`config.mk`:
```
export PLATFORM = sky130hd
export DESIGN_NAME = _load_scheduler8
export DESIGN_NICKNAME = d
export VERILOG_FILES = /design/src/rtl/_load_scheduler8_pkg.sv /design/src/rtl/_load_scheduler8_demux8way.sv /design/src/rtl/_load_scheduler8_rr_pick8.sv /design/src/rtl/_load_scheduler8.sv
export SDC_FILE = /design/constraint.sdc
export NUM_CORES = 1
export LEC_CHECK = 0
export BUFFER_PORTS_ARGS = -buffer_cell sky130_fd_sc_hd__buf_2
export CAP_MARGIN = 20
export CORE_MARGIN = 2
export CORE_UTILIZATION = 40
export CTS_CLUSTER_SIZE = 16
export DETAILED_ROUTE_END_ITERATION = 12
export PLACE_DENSITY = 0.71
export SLEW_MARGIN = 15
export SYNTH_ARGS = -nofsm -noshare
export SYNTH_HDL_FRONTEND = slang
export SYNTH_SLANG_ARGS = --single-unit
```
`constraint.sdc`:
```
create_clock -name clk -period 13.64 [get_ports clk]
set_input_delay 2.046 -clock clk [delete_from_list [all_inputs] [get_ports clk]]
set_output_delay 2.046 -clock clk [all_outputs]
set_load 0.01 [all_outputs]
```
`src/rtl/_load_scheduler8_pkg.sv`:
```
// Shared constants and state encoding for the 8-way load scheduler.
package sched_pkg;
    localparam int N_REQ = 8;
    localparam int SEL_W = 3;

    typedef enum logic {
        IDLE = 1'b0,
        OWN  = 1'b1
    } sched_state_e;
endpackage

```
`src/rtl/_load_scheduler8_demux8way.sv`:
```
// One-bit 1-to-8 demultiplexer: routes din to output sel, all others zero.
module _demux8way
    import sched_pkg::*;
(
    input  logic             din,
    input  logic [SEL_W-1:0] sel,
    output logic [N_REQ-1:0] dout
);
    always_comb begin
        dout      = '0;
        dout[sel] = din;
    end
endmodule

```
`src/rtl/_load_scheduler8_rr_pick8.sv`:
```
// Rotating priority encoder: first set request bit scanning ptr, ptr+1, ... mod 8.
module _rr_pick8
    import sched_pkg::*;
(
    input  logic [N_REQ-1:0] req,
    input  logic [SEL_W-1:0] ptr,
    output logic             found,
    output logic [SEL_W-1:0] idx
);
    logic [SEL_W-1:0] cand;

    // Scan from farthest to nearest so the nearest hit is the last assignment.
    always_comb begin
        found = 1'b0;
        idx   = '0;
        cand  = '0;
        for (int k = N_REQ - 1; k >= 0; k--) begin
            cand = ptr + SEL_W'(k);
            if (req[cand]) begin
                found = 1'b1;
                idx   = cand;
            end
        end
    end
endmodule

```
`src/rtl/_load_scheduler8.sv`:
```
// Round-robin write-side scheduler for an 8-entry register bank with per-owner hold limit.
// Optional macro SCHED_PRIO0_EN makes requester 0 an urgent, preempting requester.
//
// state | meaning
// IDLE  | no grant outstanding, next winner scanned from ptr
// OWN   | grant held by requester sel_q, hold_cnt_q counts consecutive cycles
module _load_scheduler8
    import sched_pkg::*;
#(
    parameter int DATA_W   = 16,
    parameter int MAX_HOLD = 4
) (
    input  logic                    clk,
    input  logic                    rst_n,
    input  logic [N_REQ-1:0]        req,
    input  logic [N_REQ*DATA_W-1:0] req_data,
    output logic [N_REQ-1:0]        grant,
    output logic [SEL_W-1:0]        sel,
    output logic                    load,
    output logic [N_REQ-1:0]        load_vec,
    output logic [DATA_W-1:0]       wr_data,
    output logic                    busy
);
    localparam int HC_W = $clog2(MAX_HOLD + 1);
    localparam logic [HC_W-1:0] HOLD_MAX = HC_W'(MAX_HOLD);

    sched_state_e     state_q, state_d;
    logic [SEL_W-1:0] ptr_q, ptr_d;
    logic [HC_W-1:0]  hold_cnt_q, hold_cnt_d;
    logic [N_REQ-1:0] grant_q, grant_d;
    logic [SEL_W-1:0] sel_q, sel_d;
    logic             load_q, load_d;
    logic [DATA_W-1:0] wr_data_q, wr_data_d;

    logic [SEL_W-1:0] pick_ptr;
    logic [SEL_W-1:0] pick_idx;
    logic             pick_found;
    logic [SEL_W-1:0] g_next;
    logic [SEL_W-1:0] g_succ;

    // While owning, every re-arbitration starts just past the current owner.
    assign g_succ   = sel_q + SEL_W'(1);
    assign pick_ptr = (state_q == OWN) ? g_succ : ptr_q;

    _rr_pick8 u_pick (
        .req   (req),
        .ptr   (pick_ptr),
        .found (pick_found),
        .idx   (pick_idx)
    );

    always_comb begin
        state_d    = state_q;
        ptr_d      = ptr_q;
        hold_cnt_d = hold_cnt_q;
        g_next     = sel_q;

        case (state_q)
            IDLE: begin
                if (pick_found) begin
                    state_d    = OWN;
                    g_next     = pick_idx;
                    hold_cnt_d = HC_W'(1);
                end
            end
            OWN: begin
                if (!req[sel_q]) begin
                    ptr_d = g_succ;
                    if (pick_found) begin
                        g_next     = pick_idx;
                        hold_cnt_d = HC_W'(1);
                    end else begin
                        state_d    = IDLE;
                        hold_cnt_d = '0;
                    end
                end else if (hold_cnt_q < HOLD_MAX) begin
                    hold_cnt_d = hold_cnt_q + HC_W'(1);
                end else if (pick_idx != sel_q) begin
                    ptr_d      = g_succ;
                    g_next     = pick_idx;
                    hold_cnt_d = HC_W'(1);
                end else begin
                    hold_cnt_d = HC_W'(1);
                end
            end
            default: begin
                state_d    = IDLE;
                hold_cnt_d = '0;
            end
        endcase

`ifdef SCHED_PRIO0_EN
        if (state_q == OWN && req[0]) begin
            state_d    = OWN;
            ptr_d      = ptr_q;
            g_next     = '0;
            hold_cnt_d = (sel_q == '0) ? hold_cnt_q : HC_W'(1);
        end
`endif

        load_d    = (state_d == OWN);
        grant_d   = load_d ? (N_REQ'(1) << g_next) : '0;
        sel_d     = load_d ? g_next : sel_q;
        wr_data_d = load_d ? req_data[g_next*DATA_W +: DATA_W] : wr_data_q;
    end

    always_ff @(posedge clk or negedge rst_n) begin
        if (!rst_n) begin
            state_q    <= IDLE;
            ptr_q      <= '0;
            hold_cnt_q <= '0;
            grant_q    <= '0;
            sel_q      <= '0;
            load_q     <= 1'b0;
            wr_data_q  <= '0;
        end else begin
            state_q    <= state_d;
            ptr_q      <= ptr_d;
            hold_cnt_q <= hold_cnt_d;
            grant_q    <= grant_d;
            sel_q      <= sel_d;
            load_q     <= load_d;
            wr_data_q  <= wr_data_d;
        end
    end

    _demux8way u_demux (
        .din  (load_q),
        .sel  (sel_q),
        .dout (load_vec)
    );

    assign grant   = grant_q;
    assign sel     = sel_q;
    assign load    = load_q;
    assign wr_data = wr_data_q;
    assign busy    = |req;
endmodule

```
==> results.cfg <==
[outcome]
status = finished clean

[detailed_routing]
detailroute.via_count = 3653
final_antenna_net_count = 0
route.layer.met1.wl_um = 4540
drc = 0
avgViaCountPerCell = 5.72
wl_met3_um = 705
detail_route.wl_per_cell_um = 17.4
route.top_layer_used = met4
drt_first_iter_violations = 229
drt-pass1-iter-count = 4
detailroute.wirelength.met2_um = 5660
routed_wirelength_um = 11100

[clock_tree]
htree_num_levels = 2
post-cts-setup-buffers = 0
numCtsBuffers = 5
clkSinkCount = 34
cts_tree = yes
cts_root_buf = sky130_fd_sc_hd__clkbuf_8
worst_setup_hold_path_clk_slew_ns = 0.07
clock_path_buffers = 2
post_cts_resized = 0
insertion_delay_ns = 0.28
postCtsHoldBufs = 0

[sta]
fmax_mhz = 165
hold_violations = 0
tightest_slew_ns = 1.02
final_setup_vio_count = 0
layout_min_cycle_time_ns = 6.04
worst_hold_slack_ns = 0.504
tns_setup_ns = 0
skew_ns = 0.00556
slew_viol_final = 0
timing.max_slew.rel_slack = 0.313
grt_setup_unrepaired = false
fraction_of_the_cycle_the_final_worst_path_needs = 0.443

[logic_synthesis]
yosysTopAreaCellShare = 0.239
asr_flop_ratio_synth = 1.00
synthesized_cell_area_mm2 = 0.00356
ys.flop_type = sky130_fd_sc_hd__dfrtp_1
syn_inst = 370
synth.yosys.warnings = 0
ys_seq_area_frac = 0.239
synth_edf_count = 0
synth_area_leader_cell = sky130_fd_sc_hd__dfrtp_1
synth_fp_nets = 512
yosys_register_bits = 34
synthTopCellsByArea = sky130_fd_sc_hd__dfrtp_1, sky130_fd_sc_hd__mux2i_1, sky130_fd_sc_hd__mux2_2
synthesis.area_per_instance_um2 = 9.62
count_of_different_cell_masters_after_synthesis = 54

[worst_setup_path]
worst-setup-path-type = input port to flip-flop
reg2reg_slack_ns = 7.89
crit_arrival_ns = 6.20
critical_path_required_time_ns = 13.80
critPathMaxFanout = 57
reg2reg_depth = 13
worst_setup_path_end_kind = flip-flop
critical_path.startpoint_type = input port

[grt]
via_count_of_the_first_global_routing_pass = 3525
grt.overflow.total = 0
grt_start_max_net_pins = 58
grtUsageTotal = 0.220
grt_antenna_before_repair = 1
grt_pass1_wl_um = 17600

[layout]
mostFrequentLayoutCells = sky130_fd_sc_hd__buf_2, sky130_fd_sc_hd__mux2i_1, sky130_fd_sc_hd__mux2_2
layout.core_utilization = 0.524
fill_cells = 844
flow.area_growth_from_synthesis_pct = 27.8
final_net_count = 671
share_of_final_layout_standard_cells_stronger_than_drive_strength_1 = 0.462
layout.cells.most_common = sky130_fd_sc_hd__buf_2

[die]
placement_rows = 34
die_y_um = 98.3
top_level_ports = 175
initial_utilization = 0.410
die-width_um = 98.3
design.die.area_mm2 = 0.00967
core_box_area_mm2 = 0.00868

[place]
port_buffers = 174
gpl.final_weighted_congestion = 0.918
detailed_place_hpwl_um = 8790

[flow_run]
max-cap-violations = 0

[hold_path]
worst_hold_path.num_cells = 1
worst_hold_path_type = flip-flop to flip-flop
-- per-stage QoR --
| step | instance area (um2) | worst slack (ns) | std cells |
|---|---|---|---|
| 3_5_place_dp | 4440 | 7.29 | 630 |
| 6_report | 4550 | 7.60 | 639 |
| 5_1_grt | 4550 | 7.36 | 639 |
| 4_1_cts | 4550 | 7.59 | 638 |
| 2_1_floorplan | 3560 | 8.57 | 370 |
| 3_3_place_gp | 4440 | 7.37 | 630 |
-- layout make-up --
type	instances	area, um2	area share
antenna	1	2.50	0.000550
clock buffer	8	110	0.0242
inverter	9	33.8	0.00743
multi-input combinational	302	2520	0.555
sequential	34	851	0.187
tap	108	135	0.0297
timing repair buffer	177	893	0.196
-- synthesized netlist by cell type (4+ instances only) --
library cell / count
sky130_fd_sc_hd__mux2i_1: 43
sky130_fd_sc_hd__inv_1: 8
sky130_fd_sc_hd__nand3_1: 17
sky130_fd_sc_hd__nor2_1: 20
sky130_fd_sc_hd__and2_1: 9
sky130_fd_sc_hd__mux4_2: 10
sky130_fd_sc_hd__ha_1: 4
sky130_fd_sc_hd__buf_2: 11
sky130_fd_sc_hd__a22o_1: 13
sky130_fd_sc_hd__nand2_1: 20
sky130_fd_sc_hd__o211ai_1: 5
sky130_fd_sc_hd__nand4_1: 6
sky130_fd_sc_hd__nor3_1: 7
sky130_fd_sc_hd__dfrtp_1: 34
sky130_fd_sc_hd__o21ai_0: 16
sky130_fd_sc_hd__a221o_1: 11
sky130_fd_sc_hd__mux2_2: 35
sky130_fd_sc_hd__clkbuf_1: 5
sky130_fd_sc_hd__o221ai_1: 5
sky130_fd_sc_hd__buf_6: 6
sky130_fd_sc_hd__a21oi_1: 7
sky130_fd_sc_hd__nor2b_1: 7
sky130_fd_sc_hd__nand2b_1: 6
sky130_fd_sc_hd__a21bo_2: 4
sky130_fd_sc_hd__a22oi_1: 11
sky130_fd_sc_hd__xnor2_1: 8
-- per-layer routing --
| metal | up-vias | GRT usage |
|---|---|---|
| met3 | 19 | 0.0365 |
| met5 | - | 0 |
| met1 | 1739 | 0.286 |
| met2 | 153 | 0.386 |
| met4 | 0 | 0.0474 |
| li1 | 1742 | - |
-- critical path, stage by stage --
cell	delay [ns]
sky130_fd_sc_hd__buf_2	0.14
sky130_fd_sc_hd__o21ai_0	0.11
sky130_fd_sc_hd__nand2_1	0.12
sky130_fd_sc_hd__or4_1	0.54
sky130_fd_sc_hd__or3_4	0.42
sky130_fd_sc_hd__nor4_4	0.91
sky130_fd_sc_hd__nor2_2	0.19
sky130_fd_sc_hd__mux2i_4	0.20
sky130_fd_sc_hd__buf_4	0.59
sky130_fd_sc_hd__mux2_2	0.42
sky130_fd_sc_hd__a22o_1	0.23
sky130_fd_sc_hd__a221o_1	0.26
-- path summary, 6_finish.rpt --
check	endpoint	startpoint
min in group asynchronous	wr_data[10]	rst_n
min	wr_data[9]	wr_data[9]
min reg2reg	wr_data[9]	wr_data[9]
max	wr_data[4]	req[5]
max reg2reg	wr_data[4]	load
max in group asynchronous	grant[5]	rst_n
-- flip-flops by register name, indices dropped and copies added, names as in the netlist --
name        cells
ptr_q           3
hold_cnt_q      3
sel             3
load            1
wr_data        16
grant           8
-- cell families (layout without fill, tap and decap cells) --
group / Yosys count / in the layout / synth area share
multiplexers: 91 / 91 / 0.307
flip-flops: 34 / 34 / 0.239
XOR/XNOR: 11 / 11 / 0.0271
AND/OR/NAND/NOR: 108 / 108 / 0.169
buffers and inverters: 34 / 194 / 0.0556
adder cells (fa/ha/maj): 4 / 4 / 0.0141
other: 0 / 1 / 0
AO/OA/AOI/OAI: 88 / 88 / 0.188
Power is not shown: default switching activity piles up to over one toggle a cycle in this logic, so the estimate is an artifact.
